### src/rtl/clock_meter_pkg.sv
// Shared definitions for the clock period meter: FSM encoding and counter limits.
package clock_meter_pkg;

    typedef enum logic [1:0] {
        StIdle    = 2'd0,
        StArm     = 2'd1,
        StMeasure = 2'd2
    } meter_state_e;

    localparam int unsigned MinSyncStages = 2;

    // All-ones value of a width-bit counter, i.e. 2^width - 1.
    function automatic logic [63:0] cnt_max(input int unsigned width);
        return (64'd1 << width) - 64'd1;
    endfunction

endpackage

### src/rtl/sync_edge_detect.sv
// Multi-flop synchronizer for an asynchronous input followed by a rising-edge detector.
module sync_edge_detect
    import clock_meter_pkg::*;
#(
    parameter int unsigned SYNC_STAGES = 2
) (
    input  logic clk,
    input  logic rst,
    input  logic d,
    output logic q,
    output logic rise
);

    // Never fewer than two flops, whatever the caller asks for.
    localparam int unsigned Stages = (SYNC_STAGES < MinSyncStages) ? MinSyncStages : SYNC_STAGES;

    logic [Stages-1:0] sync_q;
    logic              prev_q;

    always_ff @(posedge clk or posedge rst) begin
        if (rst) begin
            sync_q <= '0;
            prev_q <= 1'b0;
        end else begin
            sync_q <= {sync_q[Stages-2:0], d};
            prev_q <= sync_q[Stages-1];
        end
    end

    assign q    = sync_q[Stages-1];
    assign rise = sync_q[Stages-1] & ~prev_q;

endmodule

### src/rtl/clock_period_meter.sv
// Measures period and high time of an asynchronous signal in clk cycles, with
// sticky timeout when no rising edge arrives before the period counter saturates.
module clock_period_meter
    import clock_meter_pkg::*;
#(
    parameter int unsigned CNT_WIDTH   = 16,
    parameter int unsigned SYNC_STAGES = 2
) (
    input  logic                 clk,
    input  logic                 rst,
    input  logic                 sig_in,
    input  logic                 enable,
    output logic [CNT_WIDTH-1:0] period,
    output logic [CNT_WIDTH-1:0] high_time,
    output logic                 valid,
    output logic                 timeout,
    output logic                 busy
);

    localparam logic [CNT_WIDTH-1:0] CntMax = CNT_WIDTH'(cnt_max(CNT_WIDTH));
    localparam logic [CNT_WIDTH-1:0] CntOne = CNT_WIDTH'(1);

    logic sig_sync;
    logic sig_rise;

    sync_edge_detect #(
        .SYNC_STAGES(SYNC_STAGES)
    ) u_sync_edge_detect (
        .clk  (clk),
        .rst  (rst),
        .d    (sig_in),
        .q    (sig_sync),
        .rise (sig_rise)
    );

    meter_state_e         state_q, state_d;
    logic [CNT_WIDTH-1:0] cnt_q, cnt_d;
    logic [CNT_WIDTH-1:0] hcnt_q, hcnt_d;
    logic [CNT_WIDTH-1:0] period_q, period_d;
    logic [CNT_WIDTH-1:0] high_q, high_d;
    logic                 valid_q, valid_d;
    logic                 timeout_q, timeout_d;

    always_comb begin
        state_d   = state_q;
        cnt_d     = cnt_q;
        hcnt_d    = hcnt_q;
        period_d  = period_q;
        high_d    = high_q;
        valid_d   = 1'b0;
        timeout_d = timeout_q;

        if (!enable) begin
            state_d   = StIdle;
            cnt_d     = '0;
            hcnt_d    = '0;
            timeout_d = 1'b0;
        end else begin
            unique case (state_q)
                StIdle: begin
                    state_d = StArm;
                    cnt_d   = '0;
                    hcnt_d  = '0;
                end
                StArm: begin
                    if (sig_rise) begin
                        // First edge only opens the window; the rise cycle is high.
                        state_d = StMeasure;
                        cnt_d   = CntOne;
                        hcnt_d  = CntOne;
                    end else if (cnt_q == CntMax) begin
                        timeout_d = 1'b1;
                        cnt_d     = '0;
                        hcnt_d    = '0;
                    end else begin
                        cnt_d = cnt_q + CntOne;
                    end
                end
                StMeasure: begin
                    // Rise takes priority over saturation in the same cycle.
                    if (sig_rise) begin
                        period_d  = cnt_q;
                        high_d    = hcnt_q;
                        valid_d   = 1'b1;
                        timeout_d = 1'b0;
                        cnt_d     = CntOne;
                        hcnt_d    = CntOne;
                    end else if (cnt_q == CntMax) begin
                        state_d   = StArm;
                        timeout_d = 1'b1;
                        cnt_d     = '0;
                        hcnt_d    = '0;
                    end else begin
                        cnt_d  = cnt_q + CntOne;
                        hcnt_d = hcnt_q + CNT_WIDTH'(sig_sync);
                    end
                end
                default: begin
                    state_d = StIdle;
                    cnt_d   = '0;
                    hcnt_d  = '0;
                end
            endcase
        end
    end

    always_ff @(posedge clk or posedge rst) begin
        if (rst) begin
            state_q   <= StIdle;
            cnt_q     <= '0;
            hcnt_q    <= '0;
            period_q  <= '0;
            high_q    <= '0;
            valid_q   <= 1'b0;
            timeout_q <= 1'b0;
        end else begin
            state_q   <= state_d;
            cnt_q     <= cnt_d;
            hcnt_q    <= hcnt_d;
            period_q  <= period_d;
            high_q    <= high_d;
            valid_q   <= valid_d;
            timeout_q <= timeout_d;
        end
    end

    assign period    = period_q;
    assign high_time = high_q;
    assign valid     = valid_q;
    assign timeout   = timeout_q;
    assign busy      = (state_q != StIdle);

endmodule

### config.mk
export PLATFORM = sky130hd
export DESIGN_NAME = clock_period_meter
export DESIGN_NICKNAME = d
export VERILOG_FILES = /design/src/rtl/clock_meter_pkg.sv /design/src/rtl/sync_edge_detect.sv /design/src/rtl/clock_period_meter.sv
export SDC_FILE = /design/constraint.sdc
export NUM_CORES = 1
export LEC_CHECK = 0
export ABC_AREA = 1
export ABC_CLOCK_PERIOD_IN_PS = 2430
export BUFFER_PORTS_ARGS = -buffer_cell sky130_fd_sc_hd__buf_2
export CORE_UTILIZATION = 40
export DETAILED_ROUTE_END_ITERATION = 6
export PLACE_DENSITY_LB_ADDON = 0.12
export SYNTH_ARGS = -nofsm -noshare
export SYNTH_HDL_FRONTEND = slang
export SYNTH_SLANG_ARGS = --single-unit
### constraint.sdc
create_clock -name clk -period 2.43 [get_ports clk]
set_input_delay 0.1215 -clock clk [delete_from_list [all_inputs] [get_ports clk]]
set_output_delay 0.1215 -clock clk [all_outputs]
set_load 0.05 [all_outputs]
-- Yosys cells after proc, flatten, opt, wreduce, memory -nomap -nowiden
Cells that the tools add are included.
- bits in latches: 0
- ROM bits: 0
- memories: 0
- word-level logic and storage cells: 51
- register bits after elaboration: 71
- memory bits (writable): 0
- add/sub/neg operators: 2
- reductions and logical operators: 6
- equality and inequality tests: 9
- multipliers: 0
- multiplexer cells: 23
- shift operators: 0
- div/mod/pow operators: 0
- order comparisons: 0
- bitwise logic cells: 2
- operators with widths (cell ; number):
    $mux 16 ; 9
    $pmux 16 s2 ; 1
    $add 16x1->16 ; 1
    $add 16x1->16 const B ; 1
    $eq 16x16->1 const B ; 1
    $ne 3x3->1 const B ; 4
    $mux 2 ; 4
    $mux 1 ; 7
    $pmux 2 s3 ; 1
    $reduce_and 3->1 ; 2
    $ne 4x4->1 const B ; 1
    $ne 3x1->1 const B ; 1
    $eq 2x1->1 const B ; 1
    $eq 2x2->1 const B ; 1
    $logic_not 2->1 ; 1
    $pmux 1 s2 ; 1
    $reduce_and 2->1 ; 1
    $reduce_bool 2->1 ; 1
    $reduce_or 2->1 ; 1
    $and 1x1->1 ; 1
    $not 1->1 ; 1

-- Longest topological paths before layout
Gate-level depths: netlist of the first run.
- word-level depth: 5
- depth in mapped cells: 11

-- Hierarchy
A second synthesis of the first run with hierarchy kept.
- cell total of the unflattened synthesis: 393
- area, all modules: 3338.2 um^2
- modules (own cells, without submodules) (module ; seq. area each (um^2) ; cells each ; instances ; area an instance (um^2)):
    clock_period_meter ; 1701.6 ; 387 ; 1 ; 3249.4
    sync_edge_detect ; 75.1 ; 6 ; 1 ; 88.8

-- Least setup slack after synthesis of the first run
No wires, ideal clock.
- kind: register -> register
- from: reg state_q[0]
- to: reg hcnt_q[2]
- path buffers: 1
- library setup time: 71 ps
- data required time: 2359 ps
- setup slack: 927 ps
- arrival time: 1432 ps
- cell stages (with the launch flop): 10
- period minus slack after synthesis: 1503 ps
- cells stage by stage: dfrtp_1 inv_1 ha_1 nand2_1 nor2_1 nand3_1 nand2_2 buf_4 nand2_1 nor2_1
- word-level cells in the longest chain between the ends: 3
- elaborated cells on any way between the ends: 5
- those cells by class: eq/ne: 3; mux: 2
- ends and longest elaborated chain (element ; RTL line ; source):
    start, declared ; clock_period_meter.sv:36 ; meter_state_e state_q, state_d;
    start signal, assigned ; clock_period_meter.sv:109 ; state_q <= StIdle;
    start signal, assigned ; clock_period_meter.sv:117 ; state_q <= state_d;
    $eq 2x2->1 or $eq 2x1->1 (tied branches) ; clock_period_meter.sv:59 ; unique case (state_q)
    $pmux 16 s2 ; clock_period_meter.sv:59 ;
    $mux 16 ; clock_period_meter.sv:53 ; if (!enable) begin
    end signal, assigned ; clock_period_meter.sv:119 ; hcnt_q <= hcnt_d;
    end, declared ; clock_period_meter.sv:38 ; logic [CNT_WIDTH-1:0] hcnt_q, hcnt_d;
Parallel ways exist; a longest one is shown, timed or not.
A chain may end at the register's enable or synchronous reset.

-- Final worst setup path of the first run
- from: reg state_q[0]
- to: reg cnt_q[14]
- word-level cells in the longest chain between the ends: 4
- elaborated cells on any way between the ends: 5
- those cells by class: eq/ne: 2; mux: 2; reduce/logical: 1
- ends and longest elaborated chain (element ; RTL line ; source):
    $eq 2x2->1 or $eq 2x1->1 (tied branches) ; clock_period_meter.sv:59 ;
    $reduce_or 2->1 (no line) (*) ; - ;
    $mux 16 (*) ; - ;
    $mux 16 (*) ; clock_period_meter.sv:53 ;
    net cnt_d[14] ; clock_period_meter.sv:37 ; logic [CNT_WIDTH-1:0] cnt_q, cnt_d;
    end signal, assigned ; clock_period_meter.sv:118 ; cnt_q <= cnt_d;
    end, declared ; clock_period_meter.sv:37 ;
The timed path passes the listed nets; every way through them passes the cells marked *.

==> flow_metrics.py, run 1 <==
metrics = {
    "place": {
        "io_buffers": 38,
        "place.detailed.hpwl_um": 4480,
        "gp_congestion": 0.774,
        "dp_slack_ns": 0.597,
        "placed_area_um2": 3620,
    },
    "detailed_routing": {
        "ant_nets": 0,
        "routed_via_density": 4.67,
        "routedWlPerCell_um": 11.9,
        "drc": 0,
        "drt-initial-drc-count": 94,
        "first_pass_iters": 5,
        "postRouteWirelength_um": 6470,
        "vias": 2533,
    },
    "timing": {
        "slew_viol_final": 0,
        "worstMarginPinSlew_ns": 0.598,
        "min_period_ns": 1.87,
        "timing.fmax_ghz": 0.535,
        "holdWs_ns": 0.105,
        "slew-limit-headroom": 0.601,
        "setup_slack_ns": 0.559,
        "hold_viol": 0,
        "fin_crit_sh": 0.770,
        "skew_ns": 0.00723,
        "rsz0062_at_grt": "no",
        "setup-violations-final": 0,
        "finalSetupTns_ns": 0,
    },
    "clock_tree": {
        "cts_hold_buf": 2,
        "cts.sinks": 71,
        "cts_buffers": 9,
        "max-clock-path-buffers": 2,
        "clockRootBuffer": "clkbuf_8",
        "cts-resized-gates": 0,
        "worstSkewPairLatency_ns": 0.34,
        "post-cts-setup-buffer-count": 0,
        "cts.htree.levels": 3,
        "worst_setup_hold_path_clk_slew_ns": 0.07,
        "cts_tree": "done",
    },
    "power_and_ir_drop": {
        "power_frac_seq": 0.463,
        "pwr-share-comb": 0.163,
        "p_leak_uw": 0.00197,
        "p_sw_uw": 783,
        "clockPowerShare": 0.374,
        "netSwitchingFraction": 0.288,
        "p_per_area_nw_per_um2": 705,
        "vdd_ir_drop_max_mv": 0.540,
        "p_int_uw": 1930,
    },
    "critical_path": {
        "r2r_cells": 6,
        "cpPeakStageDelay_ns": 0.40,
        "cpLargestDelayFamily": "simple AND/OR/NAND/NOR gates",
        "cp_slowest_cell": "dfrtp_1",
        "critPathMaxFanout": 13,
        "reg2reg_from": "state_q[0]",
        "critPathLaunchType": "register",
        "worstSetupPathType": "reg -> reg",
        "crit_required_ns": 2.66,
        "path_buf_inv": 1,
        "crit_chain": "inv_1, ha_1, nand2_1, nor2_1, nand2_1, a211oi_1",
        "r2r_slack_ns": 0.56,
        "r2r_end": "cnt_q[14]",
        "cp_common_cell": "nand2_1",
        "crit_cells": 6,
        "critical_path_arrival_ns": 2.10,
        "endpoint_kind": "register",
    },
    "floorplanning": {
        "ios": 39,
        "die_area_um2": 8690,
        "rows": 32,
        "core_area_um2": 7890,
        "die_h_um": 93.2,
        "start_util": 0.422,
        "die_x_um": 93.2,
    },
    "worst_hold_path": {
        "worstHoldStart": "enable",
        "hp-class": "in -> reg",
        "holdPathEnd": "timeout",
        "hold_depth": 3,
    },
    "synth": {
        "yosys.area.top_type": "dfrtp_1",
        "yosysTopAreaCellShare": 0.534,
        "synth_seq_cells": 71,
        "netlist_area_um2": 3330,
        "syn_area_per_cell_um2": 8.49,
        "synth-seq-area-share": 0.534,
        "syn_nets": 403,
        "synth_cells": 392,
        "synth_area_leaders": "dfrtp_1, nand2_1, inv_1",
        "synthDistinctLibCells": 34,
        "yosysWarnings": 0,
    },
    "cells_and_area": {
        "layout_commonest_cell": "nand2_1",
        "fill_cells": 749,
        "layout_common_cells": "nand2_1, dfrtp_1, inv_1, buf_2, nor2_1",
        "synthToLayoutAreaGrowth_pct": 15.6,
        "drive_above_1_share": 0.182,
        "fin_util": 0.488,
        "nets": 447,
        "num_antenna_cells": 0,
        "final_area_um2": 3850,
    },
    "outcome": {
        "status": "completed",
    },
    "global_routing": {
        "grt_usage": 0.168,
        "grt_pass1_wl_um": 11300,
        "overflow": 0,
        "grt_pass1_vias": 2359,
        "grt_max_degree": 46,
        "antenna_found_initial": 0,
    },
    "flow_run": {
        "cap_violations": 0,
    },
}
[power groups by stage]
stage | clock network (µW) | logic (µW) | registers, µW
2_1_floorplan | 0 | 327 | 1310
3_5_place_dp | 0 | 438 | 1280
3_3_place_gp | 0 | 440 | 1280
4_1_cts | 1050 | 446 | 1250
6_report | 1010 | 443 | 1260
5_1_grt | 1100 | 514 | 1260
[metrics by stage]
step,cells,total power [µW]
6_report,542,2710
5_1_grt,542,2870
4_1_cts,542,2750
3_5_place_dp,525,1720
3_3_place_gp,525,1720
2_1_floorplan,392,1640
[worst register-to-register path: stages, from the launching register on]
cell and delay (ns):
dfrtp_1 0.40, inv_1 0.09, ha_1 0.28, nand2_1 0.11, nor2_1 0.21, nand2_1 0.33
a211oi_1 0.35
[cell usage after synthesis]
master,number
nand2_1,112
dfrtp_1,71
inv_1,46
nor2_1,36
o21ai_0,29
nand3_1,22
a21oi_1,8
ha_1,7
nand2_2,7
nor2_2,6
nor3_1,6
clkbuf_1,4
nor3b_1,4
a31oi_1,3
buf_2,3
o21ai_1,3
xor2_1,3
a211oi_1,2
buf_4,2
inv_2,2
nand3b_1,2
nor2_4,2
a21boi_1,1
a21oi_2,1
buf_6,1
buf_8,1
nand2_4,1
nand3_2,1
nand4_1,1
nand4_2,1
nand4_4,1
nor3_4,1
o211ai_1,1
o21bai_1,1
[cell type report]
cell class	count	area [µm²]	area share
Clock inverter	4	70.1	0.0182
Tap cell	102	128	0.0331
Sequential cell	71	1780	0.461
Clock buffer	11	141	0.0367
Inverter	48	180	0.0468
Multi-Input combinational cell	262	1300	0.338
Timing Repair Buffer	44	253	0.0656
[worst max-delay path by stage]
stage	from	end	slack, ns
3_5_place_dp	state_q[0]	cnt_q[14]	0.60
4_1_cts	state_q[0]	cnt_q[14]	0.55
6_report	state_q[0]	cnt_q[14]	0.56
2_1_floorplan	rst	cnt_q[0]	0.51
3_3_place_gp	cnt_q[0]	hcnt_q[1]	0.70
5_1_grt	state_q[0]	cnt_q[14]	0.35
[flip-flops by register name (all words and copies together), names as in the netlist]
signal	cells
timeout	1
u_sync_edge_detect.prev_q	1
state_q	2
u_sync_edge_detect.sync_q	2
hcnt_q	16
valid	1
high_time	16
cnt_q	16
period	16
[cells by family after synthesis]
family                   after synthesis  share of synthesized area
AND/OR/NAND/NOR                      203                      0.277
flip-flops                            71                      0.534
buffers and inverters                 59                     0.0755
AO/OA/AOI/OAI                         49                     0.0797
adder cells (fa/ha/maj)                7                     0.0263
XOR/XNOR                               3                    0.00789
[metal layers]
layer | vias to the layer above | part of all wire | wire length (µm) | GRT usage
met5 | - | 0 | 0 | 0
li1 | 1325 | - | - | -
met2 | 50 | 0.39 | 2510 | 0.227
met3 | 4 | 0.047 | 302 | 0.0463
met1 | 1154 | 0.56 | 3600 | 0.256
met4 | 0 | 0.0090 | 58 | 0.0538
(Power assumes the default switching activity.)
==> run 2: changes to the inputs <==
- ABC_CLOCK_PERIOD_IN_PS: 2430 -> 1590
- clock period: 2.43 -> 1.59 ns (I/O delays scaled with it)
==> run 2 against run 1 <==
  * The flow now finishes with violations (negative setup slack)
  * Sequential power up 51%
  * Sequential cell count unchanged
  * Critical path depth increased by 3
==> flow_metrics.py, run 2 (synthesis gave the netlist of run 1 again) <==
metrics = {
    "power_and_ir_drop": {
        "pwr-share-comb": 0.249,
        "netSwitchingFraction": 0.322,
        "clockPowerShare": 0.312,
        "p_leak_uw": 0.00217,
        "p_sw_uw": 1390,
        "design_power_total_uw": 4330,
        "power_frac_seq": 0.439,
        "vdd_ir_drop_max_mv": 0.865,
        "p_per_area_nw_per_um2": 1010,
        "p_int_uw": 2940,
    },
    "critical_path": {
        "crit_required_ns": 1.83,
        "critical_path_arrival_ns": 1.86,
        "critPathMaxFanout": 6,
        "r2r_end": "hcnt_q[11]",
        "endpoint_kind": "register",
        "worstSetupPathType": "reg -> reg",
        "r2r_cells": 9,
        "reg2reg_from": "cnt_q[1]",
        "r2r_slack_ns": -0.03,
        "critPathLaunchType": "register",
    },
    "clock_tree": {
        "max-clock-path-buffers": 2,
        "clockRootBuffer": "clkbuf_8",
        "worst_setup_hold_path_clk_slew_ns": 0.08,
        "cts.sinks": 71,
        "cts.htree.levels": 3,
        "cts_buffers": 9,
        "worstSkewPairLatency_ns": 0.35,
        "cts_tree": "done",
    },
    "floorplanning": {
        "start_util": 0.422,
        "die_area_um2": 8690,
        "die_h_um": 93.2,
        "core_area_um2": 7890,
        "die_x_um": 93.2,
        "ios": 39,
        "rows": 32,
    },
    "detailed_routing": {
        "vias": 2743,
        "first_pass_iters": 4,
        "drc": 0,
        "drt-initial-drc-count": 126,
        "ant_nets": 0,
        "postRouteWirelength_um": 7410,
        "routed_via_density": 4.69,
        "routedWlPerCell_um": 12.7,
    },
    "cells_and_area": {
        "nets": 489,
        "num_antenna_cells": 0,
        "synthToLayoutAreaGrowth_pct": 29.1,
        "drive_above_1_share": 0.296,
        "layout_commonest_cell": "nand2_1",
        "layout_common_cells": "nand2_1, dfrtp_1, inv_1, buf_2, buf_4",
    },
    "timing": {
        "setup_slack_ns": -0.0345,
        "rsz0062_at_grt": "yes",
        "worstMarginPinSlew_ns": 0.394,
        "setup-violations-final": 6,
        "slew-limit-headroom": 0.738,
        "holdWs_ns": 0.0550,
        "min_period_ns": 1.62,
        "timing.fmax_ghz": 0.616,
        "finalSetupTns_ns": -0.0737,
        "hold_viol": 0,
        "skew_ns": 0.00796,
        "slew_viol_final": 0,
        "fin_crit_sh": 1.02,
    },
    "outcome": {
        "status": "complete, but fails checks",
        "violations": "negative setup slack",
    },
    "place": {
        "io_buffers": 38,
        "place.detailed.hpwl_um": 4830,
        "gp_congestion": 0.793,
    },
    "worst_hold_path": {
        "hp-class": "in -> reg",
        "hold_depth": 3,
        "worstHoldStart": "enable",
        "holdPathEnd": "timeout",
    },
    "global_routing": {
        "grt_use_met3": 0.0423,
        "grt_pass1_wl_um": 12100,
        "met2_usage": 0.263,
        "grt_pass1_vias": 2530,
        "use_met1": 0.265,
        "grt_max_degree": 72,
        "top_usage_layer": "met1",
        "overflow": 0,
        "grt_usage": 0.183,
        "antenna_found_initial": 0,
    },
    "flow_run": {
        "cap_violations": 0,
    },
}
[run 2: critical path, cell delays in order (launching register included)]
cell and delay (ns):
dfrtp_1 0.36, ha_2 0.19, nand2_2 0.07, nor2_4 0.15
nand4_4 0.19, buf_4 0.21, nand3_4 0.10, nand2_4 0.09
nand2_1 0.09, nor2_1 0.06
[run 2: power by group through the flow]
stage / Clock (µW) / Sequential [µW] / Combinational [µW]
finish: 1350 / 1900 / 1080
global route: 1450 / 1910 / 1190
CTS: 1390 / 1900 / 964
detailed placement: 0 / 1940 / 910
global placement: 0 / 1930 / 909
floorplan: 0 / 2010 / 501
[run 2: area by class of cell]
cell class,instances,area [µm²]
flip-flops and latches,71,1780
inverters,48,189
repair buffers,84,596
multi-input cells,264,1430
well taps,102,128
fillers,753,3590
clock inverters,5,32.5
clock buffers,11,151
[run 2: worst max path at each step]
stage / start / end / cells past startpoint
6_report: cnt_q[1] / hcnt_q[11] / 9
5_1_grt: cnt_q[1] / state_q[0] / 9
4_1_cts: state_q[0] / hcnt_q[13] / 8
3_5_place_dp: state_q[0] / hcnt_q[13] / 8
3_3_place_gp: state_q[0] / hcnt_q[13] / 8
2_1_floorplan: state_q[0] / hcnt_q[2] / 9
[run 2: layer usage]
layer / wire [µm] / vias up
met5: 0 / -
li1: - / 1412
met1: 3820 / 1276
met4: 99 / 0
met2: 3240 / 46
met3: 252 / 9
[run 2: stage by stage]
step | setup slack [ns] | cells | util | area [µm²]
5_1_grt | -0.144 | 585 | 0.545 | 4300
4_1_cts | -0.0647 | 578 | 0.519 | 4100
2_1_floorplan | 0.0871 | 392 | - | 3330
3_3_place_gp | 0.00386 | 556 | 0.489 | 3850
6_report | -0.0345 | 585 | 0.545 | 4300
3_5_place_dp | -0.0571 | 556 | 0.489 | 3850
[run 2: timing repair]
action	in CTS	in global routing
resized for setup	3	35
gates cloned	1	3
pin swaps	0	11
hold endpoints to repair	72	0
hold buffers	2	0
buffers inserted	3	4
setup endpoints to repair	23	60
